**config.mk**
```make
export PLATFORM = sky130hd
export DESIGN_NAME = change_dispenser
export DESIGN_NICKNAME = d
export VERILOG_FILES = /design/src/rtl/change_dispenser.sv
export SDC_FILE = /design/constraint.sdc
export NUM_CORES = 1
export LEC_CHECK = 0
export ABC_AREA = 1
export BUFFER_PORTS_ARGS = -buffer_cell sky130_fd_sc_hd__buf_2
export CORE_UTILIZATION = 60
export CTS_CLUSTER_DIAMETER = 80
export DETAILED_ROUTE_END_ITERATION = 7
export PLACE_DENSITY = 0.87
export SLEW_MARGIN = 20
export SYNTH_ARGS = -nofsm -noshare
export SYNTH_HDL_FRONTEND = slang
export SYNTH_SLANG_ARGS = --single-unit
```
**constraint.sdc**
```tcl
create_clock -name clk -period 3.17 [get_ports clk]
set_clock_uncertainty 0.15 [all_clocks]
set_input_delay 0.7925 -clock clk [delete_from_list [all_inputs] [get_ports clk]]
set_output_delay 0.7925 -clock clk [all_outputs]
set_load 0.01 [all_outputs]
```
**src/rtl/change_dispenser.sv**
```systemverilog
`default_nettype none
// ============================================================================
// Module   : change_dispenser
// Brief    : Returns a balance as coins, largest eligible coin first, one coin
//            per cycle, then pulses o_done with any undispensable remainder.
//            Optional per-denomination stock counters: CHANGE_INVENTORY_EN.
// Revision : 1.0 - initial release
// ============================================================================
module change_dispenser #(
    parameter int COIN0_VAL  = 100,
    parameter int COIN1_VAL  = 500,
    parameter int COIN2_VAL  = 1000,
    parameter int TOTAL_BITS = 31,
    parameter int INIT_STOCK = 8
) (
    input  logic                  clk,
    input  logic                  reset_n,
    input  logic                  i_return_req,
    input  logic [TOTAL_BITS-1:0] i_balance,
    output logic                  o_busy,
    output logic [2:0]            o_return_coin,
    output logic                  o_done,
    output logic [TOTAL_BITS-1:0] o_residual
);

    typedef enum logic [1:0] {
        IDLE     = 2'd0,
        DISPENSE = 2'd1,
        DONE     = 2'd2
    } state_t;

    localparam logic [TOTAL_BITS-1:0] c_coin0 = TOTAL_BITS'(COIN0_VAL);
    localparam logic [TOTAL_BITS-1:0] c_coin1 = TOTAL_BITS'(COIN1_VAL);
    localparam logic [TOTAL_BITS-1:0] c_coin2 = TOTAL_BITS'(COIN2_VAL);

    state_t                  r_state;
    state_t                  w_state_nxt;
    logic [TOTAL_BITS-1:0]   r_remaining;
    logic [TOTAL_BITS-1:0]   w_remaining_nxt;
    logic [2:0]              w_coin_nxt;
    logic                    w_done_nxt;
    logic [TOTAL_BITS-1:0]   w_residual_nxt;
    logic                    w_busy_nxt;
    logic [2:0]              w_stock_ok;
    logic [2:0]              w_eligible;

`ifdef CHANGE_INVENTORY_EN
    localparam int STOCK_W = (INIT_STOCK < 1) ? 1 : $clog2(INIT_STOCK + 1);

    logic [STOCK_W-1:0] r_stock [3];

    generate
        for (genvar gi = 0; gi < 3; gi++) begin : g_stock
            assign w_stock_ok[gi] = (r_stock[gi] != '0);

            // Count down on every coin of this denomination, never below zero.
            always_ff @(posedge clk) begin
                if (!reset_n) begin
                    r_stock[gi] <= STOCK_W'(INIT_STOCK);
                end else if (w_coin_nxt[gi] && (r_stock[gi] != '0)) begin
                    r_stock[gi] <= r_stock[gi] - STOCK_W'(1);
                end
            end
        end
    endgenerate
`else
    // Unlimited supply: every denomination is always available.
    assign w_stock_ok = 3'b111;
`endif

    // A coin is usable when it fits in the remaining amount and is in stock.
    assign w_eligible[0] = (r_remaining >= c_coin0) && w_stock_ok[0];
    assign w_eligible[1] = (r_remaining >= c_coin1) && w_stock_ok[1];
    assign w_eligible[2] = (r_remaining >= c_coin2) && w_stock_ok[2];

    // State register and registered outputs.
    always_ff @(posedge clk) begin
        if (!reset_n) begin
            r_state       <= IDLE;
            r_remaining   <= '0;
            o_busy        <= 1'b0;
            o_return_coin <= 3'b000;
            o_done        <= 1'b0;
            o_residual    <= '0;
        end else begin
            r_state       <= w_state_nxt;
            r_remaining   <= w_remaining_nxt;
            o_busy        <= w_busy_nxt;
            o_return_coin <= w_coin_nxt;
            o_done        <= w_done_nxt;
            o_residual    <= w_residual_nxt;
        end
    end

    // Next-state and next-output logic; greedy coin choice, largest first.
    always_comb begin
        w_state_nxt     = r_state;
        w_remaining_nxt = r_remaining;
        w_coin_nxt      = 3'b000;
        w_done_nxt      = 1'b0;
        w_residual_nxt  = '0;
        case (r_state)
            IDLE: begin
                if (i_return_req) begin
                    w_remaining_nxt = i_balance;
                    w_state_nxt     = DISPENSE;
                end
            end
            DISPENSE: begin
                if (w_eligible[2]) begin
                    w_coin_nxt      = 3'b100;
                    w_remaining_nxt = r_remaining - c_coin2;
                end else if (w_eligible[1]) begin
                    w_coin_nxt      = 3'b010;
                    w_remaining_nxt = r_remaining - c_coin1;
                end else if (w_eligible[0]) begin
                    w_coin_nxt      = 3'b001;
                    w_remaining_nxt = r_remaining - c_coin0;
                end else begin
                    w_done_nxt      = 1'b1;
                    w_residual_nxt  = r_remaining;
                    w_remaining_nxt = '0;
                    w_state_nxt     = DONE;
                end
            end
            DONE: begin
                w_state_nxt = IDLE;
            end
            default: begin
                w_state_nxt     = IDLE;
                w_remaining_nxt = '0;
            end
        endcase
        w_busy_nxt = (w_state_nxt != IDLE);
    end

endmodule
`default_nettype wire
```
==> run_results.csv <==
group,metric,value,unit
detailed_routing,dr_total_vias,4054,
clock_tree,skew_pair_late_insertion_delay,0.38,ns
sta,hold_viol,0,
detailed_routing,detailed_routed_wire_length_on_met2,5340,µm
clock_tree,cts_resized,0,
detailed_routing,number_of_antenna_violating_nets_in_the_routed_design,0,
floorplan,core,6100,µm²
finish,final_core_util,74.3,%
setup_path,critPathLaunchType,"flip-flop",
yosys,ys_seq_elements,69,
detailed_routing,wl_met1,4820,µm
finish,layout.cells.most_common,"nand2_1",
yosys,synth_sequential_area_ratio,35.5,%
sta,report.final.setup_viol,0,
detailed_routing,drt-wirelength-per-cell,15.8,µm
clock_tree,clk_pin_slew,0.10,ns
global_route,grt_first_pass_wirelength,18000,µm
run,timing.max_cap.violations,0,
finish,final_layout_size_suffix_gt1_share,20.9,%
worst_hold_path,worst_hold_path_type,"flip-flop to flip-flop",
global_route,grt_usage,36.4,%
clock_tree,h-tree-depth,3,
place,post-dp-hpwl,8280,µm
yosys,yosys_warnings,0,
setup_path,critical_path_class,"flip-flop to flip-flop",
finish,nNetsFinal,697,
clock_tree,cts_setup_buffers,0,
global_route,grt_pass1_vias,3730,
setup_path,worstSetupStartpoint,"r_remaining[3]$_SDFFE_PN0P_",
setup_path,cp_data_arrival_time,2.67,ns
finish,layout.cell_area.non_filler,4530,µm²
setup_path,crit-reg2reg-launch,"r_remaining[3]$_SDFFE_PN0P_",
floorplan,die_area,6810,µm²
yosys,post_synth.cell_area_avg,6.84,µm²
sta,drv_slew,0,
setup_path,crit_path_top_delay_cell,"dfxtp_1",
sta,final.min_clock_period,2.50,ns
detailed_routing,routed_wirelength,11600,µm
place,placement.cell_area,4340,µm²
finish,antennaDiodeCount,0,
clock_tree,clock_tree_from_tritoncts,"done",
place,io_port_bufs,69,
sta,whs,0.374,ns
detailed_routing,dr.max_layer_used,"met4",
finish,most_used_cells_in_the_layout_excluding_fill_and_tap_cells,"130 x nand2_1, 77 x nor2_1, 69 x buf_2, 69 x dfxtp_1, 57 x a21oi_1",
setup_path,worstPathCellList,"inv_1 > ha_1 > nor2_1 > nand3_1 > nand3_2 > nor2_2 > nand2_4 > inv_2 > nand3_1 > a21oi_1 > o21ai_1 > inv_1",
clock_tree,cts_inserted_buffers,9,
finish,layout-area-overhead-vs-synth,16.4,%
detailed_routing,drcViolationCount,0,
floorplan,design.portCount,70,
sta,setup_repair_after_global_routing_missed_its_margin,"false",
sta,max_freq,400,MHz
clock_tree,clk_path_buf_depth,2,
power_and_ir_drop,power_per_cell_area,498,nW/µm²
floorplan,die_h,82.5,µm
setup_path,largest_fanout_on_the_critical_path,19,
detailed_routing,dr_wl_met3,1220,µm
yosys,postSynthCellCount,569,
detailed_routing,detail_route.first_pass.iterations,5,
yosys,synth_cell_type_count,35,
clock_tree,clkSinkCount,69,
clock_tree,clk_root_buffer_cell,"clkbuf_8",
setup_path,worst_setup_path_end_kind,"flip-flop",
power_and_ir_drop,leakagePower,0.00214,µW
detailed_routing,initialDrtViolationCount,463,
sta,slew_headroom,37.8,%
setup_path,critPathMaxStageDelay,0.34,ns
setup_path,worst-endpoint-required,3.34,ns
global_route,largest_net_degree_at_the_start_of_global_routing,29,
floorplan,die-width,82.5,µm
floorplan,start_util,63.8,%
sta,fin_setup_tns,0,ns
global_route,grt_antenna_before_repair,0,
detailed_routing,route.detailed.vias_per_inst,5.51,
sta,crit_share_post_route,78.9,%
place,gp_congestion,0.979,
yosys,netlist_area,3890,µm²
run_status,status,"complete, no violations",
clock_tree,post_cts_hold_buffer_count,0,
global_route,leftover_overflow_at_the_end_of_global_routing,0,
floorplan,row_count,28,
sta,tightestPinTransition,0.929,ns
worst_hold_path,beginning_of_the_worst_hold_path,"r_remaining[0]$_SDFFE_PN0P_",
power_and_ir_drop,ir_worst_vdd,424,µV
-- critical path: cells and delay by family (launching register included) --
kind	cells	cell delay, ns
buffers and inverters	3	0.60
adder cells (fa/ha/maj)	1	0.26
AND/OR/NAND/NOR	6	0.84
AO/OA/AOI/OAI	2	0.24
flip-flops	1	0.34
-- area by class of cell --
| type | count | area (µm²) |
|---|---|---|
| clock buffers | 9 | 124 |
| clock inverters | 7 | 63.8 |
| fillers | 490 | 1570 |
| inverters | 57 | 214 |
| multi-input cells | 447 | 2280 |
| flip-flops and latches | 69 | 1380 |
| well taps | 75 | 93.8 |
| repair buffers | 72 | 368 |
-- cells in the mapped netlist (all sizes together) --
cell	count	area [µm²]
xnor2	3	26.3
ha	7	87.6
clkbuf	11	41.3
a21oi	67	369
nand4	3	18.8
dfxtp	69	1380
nor2	90	404
a211oi	2	15.0
conb	1	3.75
buf	8	61.3
o22ai	1	6.26
nand2	141	577
xor2	21	184
nand3b	3	22.5
o21ai	37	185
inv	56	210
a31oi	1	6.26
nand3	31	183
nor3	8	40.0
clkinv	1	3.75
o211ai	7	57.6
or2	1	6.26
-- report_power, final --
group          total (µW)  leakage, µW  internal, µW  switching [µW]
clock network         715    0.0000907           303             412
logic                 549      0.00148           186             363
registers             992     0.000573           924            67.1
-- flip-flops by register name, summed over array words and instances (netlist names) --
signal / count
o_busy: 1
o_done: 1
o_residual: 31
o_return_coin: 3
r_remaining: 31
r_state: 2
-- routing by layer --
metal | vias up | track usage, %
met2 | 227 | 58.9
met3 | 24 | 10.2
met1 | 1825 | 45.7
li1 | 1978 | -
met5 | - | 0
met4 | 0 | 14.1
-- worst paths after layout --
| kind | end | slack (ns) | depth (start not counted) |
|---|---|---|---|
| max reg2reg | r_remaining[2]$_SDFFE_PN0P_ | 0.67 | 12 |
| min | o_residual[0]$_SDFF_PP0_ | 0.37 | 2 |
| min reg2reg | o_residual[0]$_SDFF_PP0_ | 0.37 | 2 |
| max | r_remaining[2]$_SDFFE_PN0P_ | 0.67 | 12 |
-- stage by stage --
stage / total power (µW) / setup slack, ns / instances
after floorplan: 1390 / 1.17 / 592
after global placement: 1530 / 0.918 / 720
after detailed placement: 1540 / 0.773 / 720
after CTS: 2240 / 0.696 / 736
after global routing: 2360 / 0.497 / 736
final: 2260 / 0.669 / 736
-- logic make-up (layout without fill, tap and decap cells) --
kind of cell	Yosys count	count (layout)	synth area share [%]
buffers and inverters	76	145	8.14
xor gates and xnor gates	24	24	5.40
and+or+nand+nor	277	277	32.2
DFF	69	69	35.5
AOI/OAI and AO/OA	115	115	16.4
other	1	24	0.0964
adders and majority gates	7	7	2.25
(Power assumes the default switching activity.)
